`src/rtl/cpu_pkg.sv`:
```
// Shared CPU definitions: pointer defaults and the ALU B-operand source encoding.
package cpu_pkg;

  localparam int          ADDR_W_DEF   = 16;
  localparam logic [15:0] RESET_IP_DEF = 16'h0000;
  localparam logic [15:0] RESET_DP_DEF = 16'h0000;

  typedef enum logic [1:0] {
    SRC_ZERO = 2'd0,
    SRC_B    = 2'd1,
    SRC_PL   = 2'd2,
    SRC_PH   = 2'd3
  } alu_src_e;

  // Priority decode of the active-low output enables: PL > PH > B > zero.
  function automatic alu_src_e decode_alu_src(input logic n_pl, input logic n_ph,
                                              input logic n_b);
    if (!n_pl)      return SRC_PL;
    else if (!n_ph) return SRC_PH;
    else if (!n_b)  return SRC_B;
    else            return SRC_ZERO;
  endfunction

  // True when more than one of the active-low enables is asserted.
  function automatic logic oe_conflict(input logic [3:0] n_oe);
    logic [3:0] low;
    low = ~n_oe;
    return (low & (low - 4'd1)) != 4'd0;
  endfunction

endpackage

```
`src/rtl/ptr_reg16.sv`:
```
// 16-bit pointer register: word load, per-byte load, increment with carry-out.
// Byte loads are applied after the word-load/increment choice, so they always
// modify whatever value the register is about to take.
module ptr_reg16 #(
  parameter logic [15:0] RESET_VAL = 16'h0000
) (
  input  logic        clk,
  input  logic        n_rst,
  input  logic        i_ce,
  input  logic        i_inc,
  input  logic        i_ld_word,
  input  logic [15:0] i_word,
  input  logic        i_ld_lo,
  input  logic        i_ld_hi,
  input  logic [7:0]  i_byte,
  output logic [15:0] o_q,
  output logic [15:0] o_q_inc,
  output logic        o_carry
);

  logic [15:0] r_q;
  logic [15:0] w_next;

  // Current value plus optional increment; the 17th bit is the wrap carry.
  assign {o_carry, o_q_inc} = {1'b0, r_q} + {16'd0, i_inc};
  assign o_q = r_q;

  // Next value: word load or incremented value, then byte overlays.
  always_comb begin
    w_next = i_ld_word ? i_word : o_q_inc;
    if (i_ld_lo) w_next[7:0]  = i_byte;
    if (i_ld_hi) w_next[15:8] = i_byte;
  end

  // State register with synchronous active-low reset and advance strobe.
  always_ff @(posedge clk) begin
    if (!n_rst)    r_q <= RESET_VAL;
    else if (i_ce) r_q <= w_next;
  end

endmodule

```
`src/rtl/pointer_unit.sv`:
```
// IP/DP pointer pair: drives the address bus, feeds PL/PH to the ALU B mux,
// and tracks IP wrap and ALU-select conflicts.
module pointer_unit
  import cpu_pkg::*;
#(
  parameter int          ADDR_W   = ADDR_W_DEF,
  parameter logic [15:0] RESET_IP = RESET_IP_DEF,
  parameter logic [15:0] RESET_DP = RESET_DP_DEF
) (
  input  logic              clk,
  input  logic              n_rst,
  input  logic              ce,
  input  logic              ip_inc,
  input  logic              swap_p,
  input  logic              addr_dp,
  input  logic              n_we_pl,
  input  logic              n_we_ph,
  input  logic [7:0]        di,
  input  logic              n_oe_pl_alu,
  input  logic              n_oe_ph_alu,
  input  logic              n_oe_b_alu,
  input  logic              n_oe_zero_alu,
  input  logic [7:0]        b_in,
  input  logic              clr_wrap,
  output logic [ADDR_W-1:0] addr,
  output logic [7:0]        alu_b,
  output logic [ADDR_W-1:0] ip,
  output logic [ADDR_W-1:0] dp,
  output logic              ip_wrap,
  output logic              sel_err
);

  logic [15:0] w_ip_q;
  logic [15:0] w_ip_inc;
  logic        w_ip_carry;
  logic [15:0] w_dp_q;
  logic [15:0] w_dp_inc;
  logic        w_dp_carry;
  logic        w_unused_dp;
  alu_src_e    w_src;
  logic        r_ip_wrap;
  logic        r_sel_err;

  // IP: increments, or takes the old DP on a swap (untouched by byte writes).
  ptr_reg16 #(.RESET_VAL(RESET_IP)) u_ip (
    .clk       (clk),
    .n_rst     (n_rst),
    .i_ce      (ce),
    .i_inc     (ip_inc),
    .i_ld_word (swap_p),
    .i_word    (w_dp_q),
    .i_ld_lo   (1'b0),
    .i_ld_hi   (1'b0),
    .i_byte    (8'h00),
    .o_q       (w_ip_q),
    .o_q_inc   (w_ip_inc),
    .o_carry   (w_ip_carry)
  );

  // DP: on a swap takes the already-incremented IP (return address); byte
  // writes then land on that post-swap value.
  ptr_reg16 #(.RESET_VAL(RESET_DP)) u_dp (
    .clk       (clk),
    .n_rst     (n_rst),
    .i_ce      (ce),
    .i_inc     (1'b0),
    .i_ld_word (swap_p),
    .i_word    (w_ip_inc),
    .i_ld_lo   (~n_we_pl),
    .i_ld_hi   (~n_we_ph),
    .i_byte    (di),
    .o_q       (w_dp_q),
    .o_q_inc   (w_dp_inc),
    .o_carry   (w_dp_carry)
  );

  // DP never increments, so its adder outputs carry no information.
  assign w_unused_dp = ^{w_dp_inc, w_dp_carry};

  assign ip      = w_ip_q;
  assign dp      = w_dp_q;
  assign addr    = addr_dp ? w_dp_q : w_ip_q;
  assign ip_wrap = r_ip_wrap;
  assign sel_err = r_sel_err;

  assign w_src = decode_alu_src(n_oe_pl_alu, n_oe_ph_alu, n_oe_b_alu);

  // ALU B operand mux, zero latency from the selects.
  always_comb begin
    alu_b = 8'h00;
    case (w_src)
      SRC_PL:   alu_b = w_dp_q[7:0];
      SRC_PH:   alu_b = w_dp_q[15:8];
      SRC_B:    alu_b = b_in;
      default:  alu_b = 8'h00;
    endcase
  end

  // Sticky wrap flag (set beats clear) and sticky select-conflict flag.
  always_ff @(posedge clk) begin
    if (!n_rst) begin
      r_ip_wrap <= 1'b0;
      r_sel_err <= 1'b0;
    end else if (ce) begin
      if (w_ip_carry)    r_ip_wrap <= 1'b1;
      else if (clr_wrap) r_ip_wrap <= 1'b0;
      if (oe_conflict({n_oe_pl_alu, n_oe_ph_alu, n_oe_b_alu, n_oe_zero_alu}))
        r_sel_err <= 1'b1;
    end
  end

endmodule

```
`config.mk`:
```
export PLATFORM = sky130hd
export DESIGN_NAME = pointer_unit
export DESIGN_NICKNAME = d
export VERILOG_FILES = /design/src/rtl/cpu_pkg.sv /design/src/rtl/ptr_reg16.sv /design/src/rtl/pointer_unit.sv
export SDC_FILE = /design/constraint.sdc
export NUM_CORES = 1
export LEC_CHECK = 0
export BUFFER_PORTS_ARGS = -buffer_cell sky130_fd_sc_hd__buf_2
export CAP_MARGIN = 20
export CORE_MARGIN = 1.5
export CORE_UTILIZATION = 55
export CTS_BUF_LIST = sky130_fd_sc_hd__clkbuf_4
export CTS_CLUSTER_SIZE = 8
export DETAILED_ROUTE_END_ITERATION = 12
export PLACE_DENSITY = 0.95
export SYNTH_ARGS = -nofsm -noshare
export SYNTH_HDL_FRONTEND = slang
export SYNTH_SLANG_ARGS = --single-unit
```
`constraint.sdc`:
```
create_clock -name clk -period 2.7 [get_ports clk]
set_input_delay 0.135 -clock clk [delete_from_list [all_inputs] [get_ports clk]]
set_output_delay 0.135 -clock clk [all_outputs]
set_load 0.02 [all_outputs]
```
==> run_results.csv, run 1 <==
group,metric,value,unit
status,status,"complete, no violations",
worst_setup_path,crit_arrival,2.65,ns
synth,synth_area_leaders,"dfxtp_1 (28%), mux2_2 (6.5%), a21oi_1 (4.3%)",
worst_setup_path,cp-endpoint,"u_ip.o_q[12]",
grt,grt_pass1_vias,2453,
worst_setup_path,required,2.97,ns
grt,overflow,0,
synth,synthTopCellsByCount,"dfxtp_1 (34), nor2_1 (27), nand2_1 (23)",
timing,setup_viol,0,
placement,place_area,2850,µm²
synth,synth_most_common_cell,"dfxtp_1",
worst_setup_path,criticalPathCategory,"flip-flop to flip-flop",
timing,max_freq,419,MHz
placement,port_buffers,86,
cts,clock_sinks,34,
cts,htreeDepth,2,
cells_and_area,fin_nets,418,
placement,place_congestion,0.930,
synth,synthArstFlopShare,0,
cts,clock_path_buffers,2,
detailed_routing,remaining_drc_errors,0,
synth,syn_inst,317,
synth,synth_nets,348,
cts,ctsHoldBuffers,0,
synth,synth_enable_flop_cells,0,
synth,yosysSeqAreaShare,0.280,
worst_setup_path,rr_worst_depth,6,
cts,ctsResizeCount,0,
power_and_ir_drop,power_density,390,nW/µm²
detailed_routing,ant_nets,0,
placement,dpl.cell_count,430,
synth,synth_area_per_cell,7.67,µm²
grt,use_met2,0.495,
worst_setup_path,r2r-start,"u_ip.o_q[0]",
worst_setup_path,worstPathMaxFanout,7,
timing,relSlewSlack,0.499,
worst_setup_path,slowest_stage,"or4_4",
cells_and_area,drive_gt1_frac,0.291,
synth,yosysWarnings,0,
cts,clk_pin_slew,0.11,ns
timing,fin_crit_sh,0.885,
grt,grt_use_met3,0.0901,
detailed_routing,drt-total-wl,7700,µm
timing,fin_crit,2.39,ns
grt,antenna_found_initial,0,
floorplanning,die_h,69.5,µm
detailed_routing,vias,2881,
timing,totalNegativeSetupSlack,0,ns
synth,ys_ff_latch,34,
floorplanning,die_w,69.5,µm
worst_setup_path,cp-end-kind,"flip-flop",
worst_setup_path,cpPeakStageDelay,0.53,ns
synth,synth_cell_type_count,50,
cells_and_area,layout.cells.non_filler,438,
timing,clock_skew,0.00560,ns
cells_and_area,antennaDiodeCount,0,
detailed_routing,drtIter0Drc,250,
synth,synth_top_cell_by_area,"dfxtp_1",
timing,worst_pin_slew,0.744,ns
placement,hpwl,5470,µm
worst_setup_path,worstReg2RegEnd,"u_ip.o_q[12]",
grt,grt_max_degree,32,
timing,drv_slew,0,
worst_setup_path,cp-start-kind,"flip-flop",
synth,synth.cell_area,2430,µm²
power_and_ir_drop,peakVddDrop,0.000246,V
floorplanning,start_util,0.591,
grt,grt_use_total,0.307,
timing,hold_viol,0,
worst_setup_path,crit_top_cell,"ha_1",
worst_setup_path,crit_family,"simple AND/OR/NAND/NOR gates",
detailed_routing,routedWlPerCell,17.6,µm
floorplanning,die_area,4830,µm²
timing,rsz0062_at_grt,"no",
cts,cts_made_buffers,5,
grt,grt_pass1_wl,12000,µm
cts,cts_setup_buffers,0,
detailed_routing,viasPerCell,6.58,
cells_and_area,area_growth_syn_to_layout,19.1,%
detailed_routing,drtPass1Iterations,7,
worst_setup_path,path_cells,"ha_1 > ha_1 > nand3_1 > or4_4 > or3_1 > a31oi_1",
synth,synth_flop_cell,"dfxtp_1",
worst_setup_path,cp-startpoint,"u_ip.o_q[0]",
cts,clock_latency,0.35,ns
worst_setup_path,rrSetupSlack,0.31,ns
floorplanning,io_pins,87,
worst_setup_path,path_depth,6,
job,max_cap_violations,0,
cts,cts_tree,"done",
worst_setup_path,critical_path_buf_inv_count,0,
floorplanning,core,4120,µm²
grt,grt.busiest_layer,"met2",
cts,root_buffer,"clkbuf_4",
floorplanning,core.rowCount,23,
cells_and_area,finalInstanceArea,2900,µm²
min_path,min_path_cells,4,
power_and_ir_drop,p_leak,0.00121,µW
min_path,min_path_type,"input pin to flip-flop",
grt,met1_usage,0.384,
synth,synth_top_area_share,0.280,
==> report_power, final <==
| part | internal (µW) | switching, µW | leakage, µW |
|---|---|---|---|
| registers | 524 | 37.9 | 0.000278 |
| logic | 108 | 180 | 0.000907 |
| clock network | 92.8 | 187 | 0.0000277 |
| total | 724 | 406 | 0.00121 |
==> flip-flops by register name (all words and copies together), names as in the netlist <==
register  count
sel_err       1
ip_wrap       1
u_dp.o_q     16
u_ip.o_q     16
==> how the worst min path moves through the flow <==
stage	endpoint	start	slack, ns
2_1_floorplan	ip_wrap	clr_wrap	0.33
3_3_place_gp	ip_wrap	clr_wrap	0.44
3_5_place_dp	ip_wrap	clr_wrap	0.44
4_1_cts	ip_wrap	clr_wrap	0.06
5_1_grt	ip_wrap	clr_wrap	0.06
6_report	ip_wrap	clr_wrap	0.06
==> worst register-to-register path, delay by kind of cell, from the launching register on <==
| family | cells | cell delay (ns) |
|---|---|---|
| simple gates | 3 | 1.21 |
| fa+ha+maj | 2 | 0.47 |
| compound gates | 1 | 0.24 |
| flops | 1 | 0.38 |
==> final cells by class <==
| class | count | area (µm²) |
|---|---|---|
| Tap cell | 50 | 62.6 |
| Fill cell | 351 | 1220 |
| Multi-Input combinational cell | 250 | 1620 |
| Timing Repair Buffer | 91 | 468 |
| Clock buffer | 5 | 37.5 |
| Clock inverter | 3 | 11.3 |
| Inverter | 5 | 18.8 |
| Sequential cell | 34 | 681 |
==> placed cells by master, fill, tap and decap left out, types with 6 or more instances in the layout <==
master / instances
nor4_1: 7
a21oi_1: 21
mux2_2: 14
nand3b_1: 8
nor2b_1: 12
o21ai_0: 17
a211oi_1: 6
a31oi_1: 16
nor2_1: 27
a22oi_1: 9
nand2_1: 23
nand2b_1: 11
buf_2: 86
mux2i_1: 6
nand3_1: 13
dfxtp_1: 34
==> logic make-up after synthesis <==
group,after synthesis,synth area share
compound gates,95,0.257
xor+xnor,4,0.0144
fa+ha+maj,3,0.0144
buf+inv,33,0.0551
flops,34,0.280
mux,20,0.0896
simple gates,128,0.289
==> metal layers <==
metal / share of wire / wire length, µm / vias to the layer above
met2: 0.49 / 3750 / 185
li1: - / - / 1322
met5: 0 / 0 / -
met3: 0.098 / 755 / 23
met1: 0.39 / 2980 / 1351
met4: 0.027 / 208 / 0
==> per-stage QoR <==
step / setup slack, ns / hold slack [ns] / util / total power (µW)
6_report: 0.312 / 0.0627 / 0.704 / 1130
5_1_grt: 0.150 / 0.0572 / 0.704 / 1180
4_1_cts: 0.413 / 0.0630 / 0.704 / 1120
3_5_place_dp: 0.440 / 0.435 / 0.692 / 855
3_3_place_gp: 0.606 / 0.436 / 0.692 / 847
2_1_floorplan: 0.694 / 0.325 / - / 752
(Power assumes the default switching activity.)
==> run 2: changes to the inputs <==
--- a/config.mk
+++ b/config.mk
@@ -13,6 +13,7 @@
 export CTS_CLUSTER_SIZE = 8
 export DETAILED_ROUTE_END_ITERATION = 12
 export PLACE_DENSITY = 0.95
+export REMOVE_ABC_BUFFERS = 1
 export SYNTH_ARGS = -nofsm -noshare
 export SYNTH_HDL_FRONTEND = slang
 export SYNTH_SLANG_ARGS = --single-unit
==> run 2 against run 1 <==
Compared with the run above:
- final cell count is 0.68% lower
- hold slack worse by 0.0075 ns
- non-clock buffer count is 1 lower
- clock power is 6% lower
- maximum frequency is 1.2% lower
- sequential share of layout area is 0.12 points higher
- global-route usage is 0.36 points higher
- power is 1.6% lower
- count of clock-buffer cells in the layout stayed put
- sequential power hardly changed
- critical path depth stayed put
- worst setup slack worse by 0.029 ns
- critical endpoint unchanged
- largest power group unchanged
==> run_results.csv, run 2 (synthesis results as in run 1) <==
group,metric,value,unit
detailed_routing,remaining_drc_errors,0,
cells_and_area,antennaDiodeCount,0,
cells_and_area,drive_gt1_frac,0.291,
timing,totalNegativeSetupSlack,0,ns
cts,clock_sinks,34,
power_and_ir_drop,p_leak,0.00120,µW
grt,overflow,0,
placement,dp_slack,0.299,ns
min_path,min_path_type,"input pin to flip-flop",
timing,setup_viol,0,
timing,relSlewSlack,0.547,
cts,ctsResizeCount,0,
grt,grt_pass1_wl,12200,µm
worst_setup_path,criticalPathCategory,"flip-flop to flip-flop",
placement,port_buffers,86,
cts,root_buffer,"clkbuf_4",
cts,clk_pin_slew,0.10,ns
placement,place_area,2840,µm²
timing,hold_viol,0,
power_and_ir_drop,peakVddDrop,0.000272,V
timing,clock_skew,0.0115,ns
floorplanning,die_area,4830,µm²
worst_setup_path,critical_path_buf_inv_count,0,
cells_and_area,fillCellCount,358,
detailed_routing,drtPass1Iterations,5,
cells_and_area,fin_nets,417,
floorplanning,die_w,69.5,µm
cts,cts_setup_buffers,0,
cts,clock_latency,0.35,ns
cts,ctsHoldBuffers,0,
cells_and_area,final_cell_mix,"buf_2 (86), dfxtp_1 (34), nor2_1 (27)",
grt,antenna_found_initial,0,
worst_setup_path,slowest_stage,"or4_4",
detailed_routing,viasPerCell,6.46,
timing,worst_pin_slew,0.675,ns
floorplanning,start_util,0.591,
detailed_routing,ant_nets,0,
worst_setup_path,cp-startpoint,"u_ip.o_q[0]",
timing,whs,0.0552,ns
cts,cts_made_buffers,5,
cts,cts_tree,"done",
grt,grt_max_degree,33,
timing,fin_crit,2.42,ns
floorplanning,core,4120,µm²
worst_setup_path,cpPeakStageDelay,0.57,ns
power_and_ir_drop,power_density,386,nW/µm²
cts,htreeDepth,2,
floorplanning,die_h,69.5,µm
grt,grt_pass1_vias,2510,
worst_setup_path,path_cells,"ha_1 > ha_1 > nand3_1 > or4_4 > or3_1 > a31oi_1",
floorplanning,io_pins,87,
worst_setup_path,r2r-start,"u_ip.o_q[0]",
timing,rsz0062_at_grt,"no",
placement,hpwl,5300,µm
worst_setup_path,worstPathMaxFanout,12,
cells_and_area,final_common_cell,"buf_2",
detailed_routing,drtIter0Drc,347,
worst_setup_path,crit_arrival,2.69,ns
grt,grt_use_total,0.311,
cells_and_area,final_util,0.700,
cts,clock_path_buffers,2,
detailed_routing,vias,2808,
job,max_cap_violations,0,
cells_and_area,area_growth_syn_to_layout,18.5,%
detailed_routing,routedWlPerCell,17.2,µm
worst_setup_path,crit_family,"simple AND/OR/NAND/NOR gates",
timing,fin_crit_sh,0.895,
worst_setup_path,crit_top_cell,"ha_1",
min_path,hold_path.startpoint,"clr_wrap",
worst_setup_path,required,2.97,ns
placement,place_congestion,0.939,
timing,max_freq,414,MHz
timing,drv_slew,0,
worst_setup_path,cp-end-kind,"flip-flop",
floorplanning,core.rowCount,23,
status,status,"complete, no violations",
detailed_routing,drt-total-wl,7470,µm
worst_setup_path,cp-start-kind,"flip-flop",
cells_and_area,finalInstanceArea,2880,µm²
timing,finalWorstSetupSlack,0.283,ns
[run 2: changes by cell type in the layout (fill, tap and decap cells not counted)]
cell and change:
buf_4 -1, clkinv_1 -2
[run 2: layout make-up]
| cell class | instances | area, µm² | area share |
|---|---|---|---|
| flip-flops and latches | 34 | 681 | 0.236 |
| multi-input cells | 250 | 1620 | 0.561 |
| well taps | 50 | 62.6 | 0.0217 |
| inverters | 5 | 18.8 | 0.00652 |
| clock inverters | 1 | 3.75 | 0.00130 |
| repair buffers | 90 | 460 | 0.160 |
| clock buffers | 5 | 37.5 | 0.0130 |
[run 2: path summary, 6_finish.rpt]
check / endpoint / cells past startpoint / slack (ns)
worst max-delay path: u_ip.o_q[12] / 6 / 0.28
worst min-delay path: ip_wrap / 4 / 0.06
worst max register to register: u_ip.o_q[12] / 6 / 0.28
worst min register to register: ip_wrap / 2 / 0.47
[run 2: tightest hold or removal path: cells and delay by family]
| family | cells | cell delay [ns] |
|---|---|---|
| and+or+nand+nor | 2 | 0.09 |
| buffers and inverters | 1 | 0.08 |
| AOI/OAI and AO/OA | 1 | 0.05 |
[run 2: power by group]
group / internal [µW] / switching, µW / leakage (µW)
Combinational: 108 / 181 / 0.000903
Sequential: 524 / 35.5 / 0.000278
Clock: 88.9 / 174 / 0.0000246
[run 2: per-stage QoR]
step	power, µW	cells
global route	1160	435
detailed placement	856	429
CTS	1110	435
finish	1110	435
global placement	847	429
floorplan	723	289
[run 2: layer usage]
metal,track usage,vias up,part of all wire
li1,-,1321,-
met1,0.401,1304,0.41
met2,0.495,162,0.47
met3,0.0843,21,0.095
met4,0.115,0,0.022
met5,0,-,0
